--- src/rtl/io_bus_bridge_pkg.sv ---
// Shared constants and encodings for the io_bus_bridge memory-bus endpoint.
package io_bus_bridge_pkg;

    // I/O window base and register offsets within the window
    localparam logic [17:0] IO_BASE = 18'h30000;
    localparam logic [15:0] IO_UART = 16'h0000;
    localparam logic [15:0] IO_CNT  = 16'h0004;

    // Source of the byte returned on the cycle after an accepted read
    typedef enum logic [2:0] {
        SEL_RAM  = 3'd0,
        SEL_RX   = 3'd1,
        SEL_CNT0 = 3'd2,
        SEL_CNT1 = 3'd3,
        SEL_CNT2 = 3'd4,
        SEL_CNT3 = 3'd5,
        SEL_ZERO = 3'd6
    } sel_t;

    // Program-stop sequencing
    typedef enum logic [1:0] {
        ST_RUN   = 2'd0,
        ST_DRAIN = 2'd1,
        ST_HALT  = 2'd2
    } stop_state_t;

    function automatic logic is_io(input logic [17:0] addr);
        return addr[17:16] == IO_BASE[17:16];
    endfunction

endpackage

--- src/rtl/io_bus_bridge_tx_fifo.sv ---
// io_tx_fifo: byte FIFO feeding the UART transmitter. Pointers carry one
// extra MSB so full and empty are told apart without a separate flag.
module io_tx_fifo #(
    parameter int DEPTH = 8
) (
    input  logic                     clk,
    input  logic                     rst_n,
    input  logic                     push,
    input  logic [7:0]               push_data,
    output logic                     full,
    input  logic                     pop,
    output logic [7:0]               pop_data,
    output logic                     empty,
    output logic [$clog2(DEPTH):0]   count
);

    localparam int AW = $clog2(DEPTH);
    localparam logic [AW:0] PTR_ONE = {{AW{1'b0}}, 1'b1};

    logic [7:0]  store [DEPTH];
    logic [AW:0] wr_ptr;
    logic [AW:0] rd_ptr;
    logic        do_push;
    logic        do_pop;

    assign empty    = (wr_ptr == rd_ptr);
    assign full     = (wr_ptr[AW] != rd_ptr[AW]) && (wr_ptr[AW-1:0] == rd_ptr[AW-1:0]);
    assign count    = wr_ptr - rd_ptr;
    assign pop_data = store[rd_ptr[AW-1:0]];
    assign do_push  = push & ~full;
    assign do_pop   = pop & ~empty;

    // Pointer advance; a full-FIFO push is simply not taken
    always_ff @(posedge clk) begin
        if (!rst_n) begin
            wr_ptr <= '0;
            rd_ptr <= '0;
        end else begin
            if (do_push) wr_ptr <= wr_ptr + PTR_ONE;
            if (do_pop)  rd_ptr <= rd_ptr + PTR_ONE;
        end
    end

    // Data storage, no reset needed since empty gates every read
    always_ff @(posedge clk) begin
        if (do_push) store[wr_ptr[AW-1:0]] <= push_data;
    end

endmodule

--- src/rtl/io_bus_bridge.sv ---
// io_bus_bridge: decodes CPU byte accesses into RAM pass-through or the I/O
// window at 0x30000 (UART TX FIFO, UART RX byte, cycle counter, stop).
// Optional RX path is built when IO_BUS_BRIDGE_RX_EN is defined.
//
// state    | meaning
// ---------+----------------------------------------------------------
// ST_RUN   | normal operation, I/O writes are serviced
// ST_DRAIN | stop requested; I/O writes ignored, TX FIFO emptying
// ST_HALT  | TX drained, stop_o held high until reset
module io_bus_bridge
    import io_bus_bridge_pkg::*;
#(
    parameter int FIFO_DEPTH  = 8,
    parameter int FULL_MARGIN = 2
) (
    input  logic        clk_in,
    input  logic        rst_in_n,
    input  logic        rdy_in,
    input  logic [31:0] mem_a_i,
    input  logic        mem_wr_i,
    input  logic [7:0]  mem_dout_i,
    output logic [7:0]  mem_din_o,
    output logic        io_buffer_full_o,
    output logic [16:0] ram_a_o,
    output logic        ram_we_o,
    output logic [7:0]  ram_din_o,
    input  logic [7:0]  ram_dout_i,
    output logic [7:0]  tx_dat_o,
    output logic        tx_vld_o,
    input  logic        tx_rdy_i,
    input  logic [7:0]  rx_dat_i,
    input  logic        rx_vld_i,
    output logic        rx_rdy_o,
    output logic        stop_o,
    output logic        ovf_o
);

    localparam int CW = $clog2(FIFO_DEPTH);

    stop_state_t   state;
    sel_t          sel_q;
    logic [31:0]   cyc_cnt;
    logic [31:0]   cnt_snap;
    logic          io;
    logic [15:0]   off;
    logic          acc_rd;
    logic          acc_wr;
    logic          uart_hit;
    logic          cnt_hit;
    logic          cnt_base;
    logic          io_wr_en;
    logic          push_req;
    logic [7:0]    push_data;
    logic          stop_req;
    logic          fifo_full;
    logic          fifo_empty;
    logic [CW:0]   fifo_count;
    logic          unused_addr;

    assign unused_addr = ^mem_a_i[31:18];

    assign io       = is_io(mem_a_i[17:0]);
    assign off      = mem_a_i[15:0];
    assign acc_rd   = rdy_in & ~mem_wr_i;
    assign acc_wr   = rdy_in & mem_wr_i;
    assign uart_hit = io && (off == IO_UART);
    assign cnt_hit  = io && (off[15:2] == IO_CNT[15:2]);
    assign cnt_base = io && (off == IO_CNT);

    assign ram_a_o   = mem_a_i[16:0];
    assign ram_din_o = mem_dout_i;
    assign ram_we_o  = mem_wr_i & ~io & rdy_in;

    // Once a stop is requested the I/O window no longer accepts writes
    assign io_wr_en  = acc_wr & io & (state == ST_RUN);
    assign push_req  = io_wr_en & ((uart_hit & (|mem_dout_i)) | cnt_base);
    assign push_data = cnt_base ? 8'h00 : mem_dout_i;
    assign stop_req  = io_wr_en & cnt_base;

    io_tx_fifo #(
        .DEPTH (FIFO_DEPTH)
    ) u_tx_fifo (
        .clk       (clk_in),
        .rst_n     (rst_in_n),
        .push      (push_req),
        .push_data (push_data),
        .full      (fifo_full),
        .pop       (tx_vld_o & tx_rdy_i),
        .pop_data  (tx_dat_o),
        .empty     (fifo_empty),
        .count     (fifo_count)
    );

    assign tx_vld_o         = ~fifo_empty;
    assign io_buffer_full_o = (FIFO_DEPTH - 32'(fifo_count)) <= FULL_MARGIN;

    // Free-running cycle counter, frozen while the CPU side is stalled
    always_ff @(posedge clk_in) begin
        if (!rst_in_n) cyc_cnt <= '0;
        else if (rdy_in) cyc_cnt <= cyc_cnt + 32'd1;
    end

    // Snapshot taken on the low-byte read keeps the four byte reads coherent
    always_ff @(posedge clk_in) begin
        if (!rst_in_n) cnt_snap <= '0;
        else if (acc_rd && cnt_base) cnt_snap <= cyc_cnt;
    end

`ifdef IO_BUS_BRIDGE_RX_EN
    logic [7:0] rx_q;
    logic       rx_pop;

    assign rx_pop = acc_rd & uart_hit & rx_vld_i;

    // Latch the RX byte at request time and pop it from the receiver
    always_ff @(posedge clk_in) begin
        if (!rst_in_n) begin
            rx_q     <= '0;
            rx_rdy_o <= 1'b0;
        end else begin
            rx_rdy_o <= rx_pop;
            if (rx_pop) rx_q <= rx_dat_i;
        end
    end
`else
    logic unused_rx;

    assign unused_rx = ^{rx_dat_i, rx_vld_i};
    assign rx_rdy_o  = 1'b0;
`endif

    // Remember where the next cycle's read data comes from
    always_ff @(posedge clk_in) begin
        if (!rst_in_n) begin
            sel_q <= SEL_ZERO;
        end else if (acc_rd) begin
            if (!io) begin
                sel_q <= SEL_RAM;
            end else if (uart_hit) begin
`ifdef IO_BUS_BRIDGE_RX_EN
                sel_q <= rx_vld_i ? SEL_RX : SEL_ZERO;
`else
                sel_q <= SEL_ZERO;
`endif
            end else if (cnt_hit) begin
                case (off[1:0])
                    2'd0:    sel_q <= SEL_CNT0;
                    2'd1:    sel_q <= SEL_CNT1;
                    2'd2:    sel_q <= SEL_CNT2;
                    default: sel_q <= SEL_CNT3;
                endcase
            end else begin
                sel_q <= SEL_ZERO;
            end
        end
    end

    // Read-return mux
    always_comb begin
        mem_din_o = 8'h00;
        case (sel_q)
            SEL_RAM:  mem_din_o = ram_dout_i;
`ifdef IO_BUS_BRIDGE_RX_EN
            SEL_RX:   mem_din_o = rx_q;
`endif
            SEL_CNT0: mem_din_o = cnt_snap[7:0];
            SEL_CNT1: mem_din_o = cnt_snap[15:8];
            SEL_CNT2: mem_din_o = cnt_snap[23:16];
            SEL_CNT3: mem_din_o = cnt_snap[31:24];
            default:  mem_din_o = 8'h00;
        endcase
    end

    // Dropped pushes are remembered until reset
    always_ff @(posedge clk_in) begin
        if (!rst_in_n) ovf_o <= 1'b0;
        else if (push_req && fifo_full) ovf_o <= 1'b1;
    end

    // Stop sequencing: wait for the TX FIFO (including the stop marker) to empty
    always_ff @(posedge clk_in) begin
        if (!rst_in_n) begin
            state  <= ST_RUN;
            stop_o <= 1'b0;
        end else begin
            case (state)
                ST_RUN: begin
                    if (stop_req) state <= ST_DRAIN;
                end
                ST_DRAIN: begin
                    if (fifo_empty) begin
                        state  <= ST_HALT;
                        stop_o <= 1'b1;
                    end
                end
                ST_HALT: begin
                    stop_o <= 1'b1;
                end
                default: begin
                    state <= ST_RUN;
                end
            endcase
        end
    end

endmodule
--- config.mk ---
export PLATFORM = sky130hd
export DESIGN_NAME = io_bus_bridge
export DESIGN_NICKNAME = d
export VERILOG_FILES = /design/src/rtl/io_bus_bridge_pkg.sv /design/src/rtl/io_bus_bridge_tx_fifo.sv /design/src/rtl/io_bus_bridge.sv
export SDC_FILE = /design/constraint.sdc
export NUM_CORES = 1
export LEC_CHECK = 0
export BUFFER_PORTS_ARGS = -buffer_cell sky130_fd_sc_hd__buf_2
export CAP_MARGIN = 20
export CORE_ASPECT_RATIO = 1.2
export CORE_MARGIN = 2
export CORE_UTILIZATION = 40
export DETAILED_ROUTE_END_ITERATION = 10
export PLACE_DENSITY_LB_ADDON = 0.12
export SYNTH_ARGS = -nofsm -noshare
export SYNTH_HDL_FRONTEND = slang
export SYNTH_SLANG_ARGS = --single-unit
--- constraint.sdc ---
create_clock -name clk_in -period 3.7 [get_ports clk_in]
set_input_delay 0.555 -clock clk_in [delete_from_list [all_inputs] [get_ports clk_in]]
set_output_delay 0.555 -clock clk_in [all_outputs]
set_load 0.005 [all_outputs]
Word-level counts from Yosys, hierarchy flattened --
Memory sizes are Yosys's and may differ from the RTL's. A register that Yosys moved wholly into a read port is not among the register bits. Index checks and enable logic that the tools add are counted.
Storage, ports and cells: output and inout bits 47, bits in writable memories 64, flip-flop bits (word level) 79, memory bits (read-only) 0, latch bits 0, word-level logic and storage cells 78, memories 1, input port bits 62
Memory list:
- u_tx_fifo.store | words 8, bits a word 8, rd ports 1, clocked after memory_dff 1, wr ports 1, RTL line io_bus_bridge_tx_fifo.sv:20 | logic [7:0] store [DEPTH];
Cells by class: shift-type cells 0, add/sub/neg operators 5, eq/ne operators 16, mux-type cells 15, reductions and logical operators 14, div/mod/pow operators 0, $lt $le $gt $ge 1, $mul 0, bitwise operators 18
Operators by type and width (count):
- one-hot mux 8 bit (5 select lines) | 1
- adder 32 x 1 -> 32 bit, second input constant | 1
- <= comparator 32 x 2 -> 1 bit, second input constant | 1
- equality test 16 x 3 -> 1 bit, second input constant | 1
- zero test 16 bit | 1
- two-way mux 3 bit | 5
- equality test 14 x 1 -> 1 bit, second input constant | 1
- bitwise AND 1 bit | 12
- one-hot mux 3 bit (3 select lines) | 1
- adder 4 x 1 -> 4 bit, second input constant | 2
- two-way mux 8 bit | 1
- OR reduction 8 bit | 1
- equality test 2 bit, second input constant | 3
- equality test 3 x 2 -> 1 bit, second input constant | 2
- equality test 3 bit, second input constant | 2
- logical AND 1 bit | 6
- one-hot mux 2 bit (3 select lines) | 1
- inverter 1 bit | 5
- subtractor 4 x 4 -> 5 bit, first input constant | 1
- equality test 2 x 1 -> 1 bit, second input constant | 2
- equality test 4 bit | 1
- zero test 2 bit | 2
- two-way mux 2 bit | 2
- subtractor 4 bit | 1
- 11 further kinds | 13

Logic depth before layout (Yosys ltp) --
depth after elaboration 8, depth in mapped cells 8, gate-level depth less buffers 8

Modules after synthesis --
From an unflattened synthesis, not the netlist that was laid out.
Unflattened totals: cells, all modules 620, area total of the unflattened synthesis 6859.1 um^2
By module, submodules not included:
- io_bus_bridge | area each 3747.3 um^2, instances 1, cells an instance 452, seq. area each 1421.4 um^2
- io_tx_fifo | area each 3111.7 um^2, instances 1, cells an instance 168, seq. area each 2142.1 um^2

Worst setup path before layout --
OpenSTA, ideal clock, no wires.
kind register to register, from register u_tx_fifo.wr_ptr[0], to memory u_tx_fifo.store[1][0] (enable), cell stages (with the launch flop) 7, data arrival time 2459 ps, path slack 847 ps, setup time 395 ps, period minus slack after synthesis 2853 ps, buffers on the path 0, required time 3305 ps, path through dfxtp_1 > inv_1 > ha_1 > and3_1 > a211oi_1 > nand3_1 > nor4_1
Between the ends: longest elaborated chain between the ends 6
RTL lines:
- start: declaration | RTL line io_bus_bridge_tx_fifo.sv:21 | logic [AW:0] wr_ptr;
- start signal: assignment | RTL line io_bus_bridge_tx_fifo.sv:39 | if (do_push) wr_ptr <= wr_ptr + PTR_ONE;
- equality test 3 bit | RTL line io_bus_bridge_tx_fifo.sv:27 | assign full = (wr_ptr[AW] != rd_ptr[AW]) && (wr_ptr[AW-1:0] == rd_ptr[AW-1:0]);
- logical AND 1 bit | RTL line io_bus_bridge_tx_fifo.sv:27
- inverter 1 bit | RTL line io_bus_bridge_tx_fifo.sv:30 | assign do_push = push & ~full;
- bitwise AND 1 bit | RTL line io_bus_bridge_tx_fifo.sv:30
- two-way mux 1 bit | RTL line io_bus_bridge_tx_fifo.sv:46 | if (do_push) store[wr_ptr[AW-1:0]] <= push_data;
- two-way mux 1 bit (not written as such) | RTL line io_bus_bridge_tx_fifo.sv:46
- end: declaration | RTL line io_bus_bridge_tx_fifo.sv:20
Parallel ways exist; a longest one is shown, timed or not.

Worst setup path in the final report --
from register u_tx_fifo.wr_ptr[0], to output port io_buffer_full_o
Between the ends: longest elaborated chain between the ends 3
RTL lines:
- subtractor 4 bit | RTL line io_bus_bridge_tx_fifo.sv:28 | assign count = wr_ptr - rd_ptr;
- subtractor 4 x 4 -> 5 bit | RTL line io_bus_bridge.sv:95 | assign io_buffer_full_o = (FIFO_DEPTH - 32'(fifo_count)) <= FULL_MARGIN;
- <= comparator 32 x 2 -> 1 bit | RTL line io_bus_bridge.sv:95
- end: declaration | RTL line io_bus_bridge.sv:23 | output logic io_buffer_full_o,
Every way passes these cells.

==> results.ini <==
[logic_synthesis]
synth-edff-count = 64
syn_inst = 639
ys_seq_area_share_pct = 51.4
yosysTopAreaCellShare_pct = 27.7
syn_nets = 710
yosys.area.top_type = edfxtp_1
syn_area_per_cell_um2 = 10.9
async_flop_share_pct = 0
synth-seq-cells = 146
syn_area_um2 = 6940
synthDistinctLibCells = 53
synth-main-ff-cell = dfxtp_1
ys_top_cells_by_area = edfxtp_1 (28%), dfxtp_1 (24%), mux2i_1 (7.2%), mux4_2 (5.2%), nand2_1 (4.9%)
ys.warnings.count = 0

[min_path]
min_path_cells = 1
hp-start = stop_o$_SDFFE_PN0P_
min_path_type = flop to flop
holdPathEnd = stop_o$_SDFFE_PN0P_

[worst_setup_path]
r2r-end = u_tx_fifo.store[4][5]$_DFFE_PP_
r2r_setup_slack_ns = 0.94
endpoint_kind = output pin
cp_max_fo = 5
crit_type = flop to output pin
reg2reg_from = u_tx_fifo.wr_ptr[2]$_SDFFE_PN0P_
setup.worst_path.start_class = flop
critPathArrivalTime_ns = 2.74
critical_path_required_ns = 3.14
r2r_cells = 6

[global_route]
grt_overflow = 0
grt_pass1_vias = 4965
grt_pass1_wl_um = 26400
grt.total_usage_pct = 18.3
antenna_found_initial = 0
grt_start_max_net_pins = 77

[pwr]
combPwrFrac_pct = 3.7
p_leak_nw = 2.75
power_density_nw_per_um2 = 438
seq_power_share_pct = 48.5
p_clk_share_pct = 47.8
cellInternalPower_mw = 2.68
ir_drop_uv = 221
switchingPower_mw = 0.810
swShare_pct = 23.2

[routing]
firstDrtPassIters = 4
ant_nets = 0
routed_wl_um = 16300
vias = 4921
drc = 0
vias_per_cell = 5.33
detail_route.wl_per_cell_um = 17.6
first_iter_violations = 280

[sta]
finalCritPeriodShare_pct = 88.9
worstMarginPinSlew_ns = 0.959
hold_violations = 0
fmax_ghz = 0.304
drv_slew = 0
relSlewSlack_pct = 35.9
finalSetupViolations = 0
finalSetupTns_ns = 0
rsz0062_at_grt = false
finClkSkew_ns = 0.00783
finalCriticalPeriod_ns = 3.29

[final_layout]
syn_to_final_growth_pct = 14.8
diodes = 0
stdcell_count = 923
n_fill_cell = 1556
final_layout_size_suffix_gt1_share_pct = 23.6
finalNetCount = 765
fin_area_um2 = 7970

[die]
die_area_um2 = 18400
core-area_um2 = 16900
die_x_um = 124
fp.dieH_um = 148
start_util_pct = 41.0
num_rows = 52
num_io_pins = 109

[place]
dpl.cell_count = 891
postPlaceCellArea_um2 = 7390
port_buffers = 84
gp_congestion = 0.776
dp_hpwl_um = 11800

[clock_tree]
cts_sinks = 146
hold_buffers = 0
cts.path.max_buffers = 2
clkTransAtPathRegs_ns = 0.06
worstSkewPairLatency_ns = 0.42
clockRootBuffer = clkbuf_16
cts_inserted_buffers = 17
h-tree-depth = 4
cts_setup_buffers = 0
cts_tree = done
cts-resized-gates = 0

[run]
maxCapViolCount = 0

[status]
status = finished, final reports clean

worst max path at each step:
stage                                     startpoint                         endpoint  slack, ns  cells after the start
floorplan           u_tx_fifo.wr_ptr[0]$_SDFFE_PN0P_  u_tx_fifo.store[1][0]$_DFFE_PP_       0.85                      6
global route        u_tx_fifo.wr_ptr[0]$_SDFFE_PN0P_                 io_buffer_full_o       0.15                      9
detailed placement  u_tx_fifo.wr_ptr[0]$_SDFFE_PN0P_                 io_buffer_full_o       0.86                      9
finish              u_tx_fifo.wr_ptr[0]$_SDFFE_PN0P_                 io_buffer_full_o       0.41                      9
CTS                 u_tx_fifo.wr_ptr[0]$_SDFFE_PN0P_                 io_buffer_full_o       0.39                      9
global placement    u_tx_fifo.wr_ptr[1]$_SDFFE_PN0P_                 io_buffer_full_o       0.93                      8
per-stage QoR:
step / util [%] / power [mW] / setup WS [ns] / hold slack [ns]
5_1_grt: 47.1 / 3.61 / 0.146 / 0.466
4_1_cts: 47.1 / 3.52 / 0.395 / 0.436
6_report: 47.1 / 3.49 / 0.409 / 0.454
3_3_place_gp: 43.7 / 1.85 / 0.926 / 0.435
2_1_floorplan: - / 1.81 / 0.847 / 0.431
3_5_place_dp: 43.7 / 1.86 / 0.865 / 0.446
area by class of cell:
type	count	area (um^2)	share of cell area (%)
tap	216	270	3.39
inverter	11	41.3	0.518
clock buffer	17	425	5.34
clock inverter	15	150	1.88
multi-input combinational	421	3000	37.6
timing repair buffer	97	518	6.50
sequential	146	3560	44.7
cell usage after synthesis (2+ instances only):
cell type,count
buf_4,26
edfxtp_1,64
a22oi_1,7
nand3b_1,2
mux2_2,9
or3_1,6
nor4_1,12
o21ai_0,9
nand4_1,18
nand2b_1,11
ha_1,8
nor3_1,10
clkbuf_1,24
nand2_1,91
buf_2,6
nand4_4,2
or2_2,4
mux4_2,16
dfxtp_1,82
nand3_1,12
and4_1,4
a211oi_1,4
o31ai_1,6
a21oi_1,27
nor2_1,33
o22ai_1,4
or4_1,11
and3_1,6
xnor2_1,11
nor2b_1,4
nor4b_1,3
buf_1,4
xor2_1,10
a31o_2,3
a221o_1,2
inv_1,11
and2_1,10
o211ai_1,3
mux2i_1,50
registers in the layout (all words and copies together), names as in the netlist, named ones only:
register,flops
cnt_snap,32
cyc_cnt,32
ovf_o,1
sel_q,3
state,2
stop_o,1
u_tx_fifo.rd_ptr,4
u_tx_fifo.store,64
u_tx_fifo.wr_ptr,4
power by group through the flow:
stage               logic [mW]  registers (mW)  clock network, mW
finish                   0.128            1.69               1.67
global route             0.141            1.69               1.77
detailed placement       0.130            1.73                  0
floorplan               0.0862            1.72                  0
global placement         0.127            1.73                  0
CTS                      0.130            1.69               1.70
routing by layer:
metal / track usage, % / vias to the layer above / share of wire, %
met1: 20.6 / 2388 / 41
met3: 4.03 / 16 / 3.6
met5: 0 / - / 0
met2: 34.1 / 97 / 54
met4: 6.35 / 0 / 1.4
li1: - / 2420 / -
cell families after synthesis:
group | share of synthesized area [%]
compound gates | 6.26
other cells | 0.0541
fa+ha+maj | 1.73
xor+xnor | 2.65
buf+inv | 5.52
simple gates | 18.6
flops | 51.4
mux | 13.9
critical path, stage by stage (launching register included):
cell,delay (ns)
dfxtp_1,0.37
inv_1,0.13
ha_1,0.24
fa_1,0.54
ha_1,0.21
nand3_1,0.10
xnor2_1,0.20
a21oi_1,0.06
nor4b_1,0.29
buf_2,0.18
placed cells by master, fill, tap and decap left out, types with 13 or more instances in the layout:
cell type	count
mux2i_1	50
nand2_1	91
mux4_2	16
buf_4	13
edfxtp_1	64
dfxtp_1	82
clkbuf_16	17
nor2_1	33
nand4_1	18
a21oi_1	27
buf_2	84
Power figures use the tool's default switching activity.
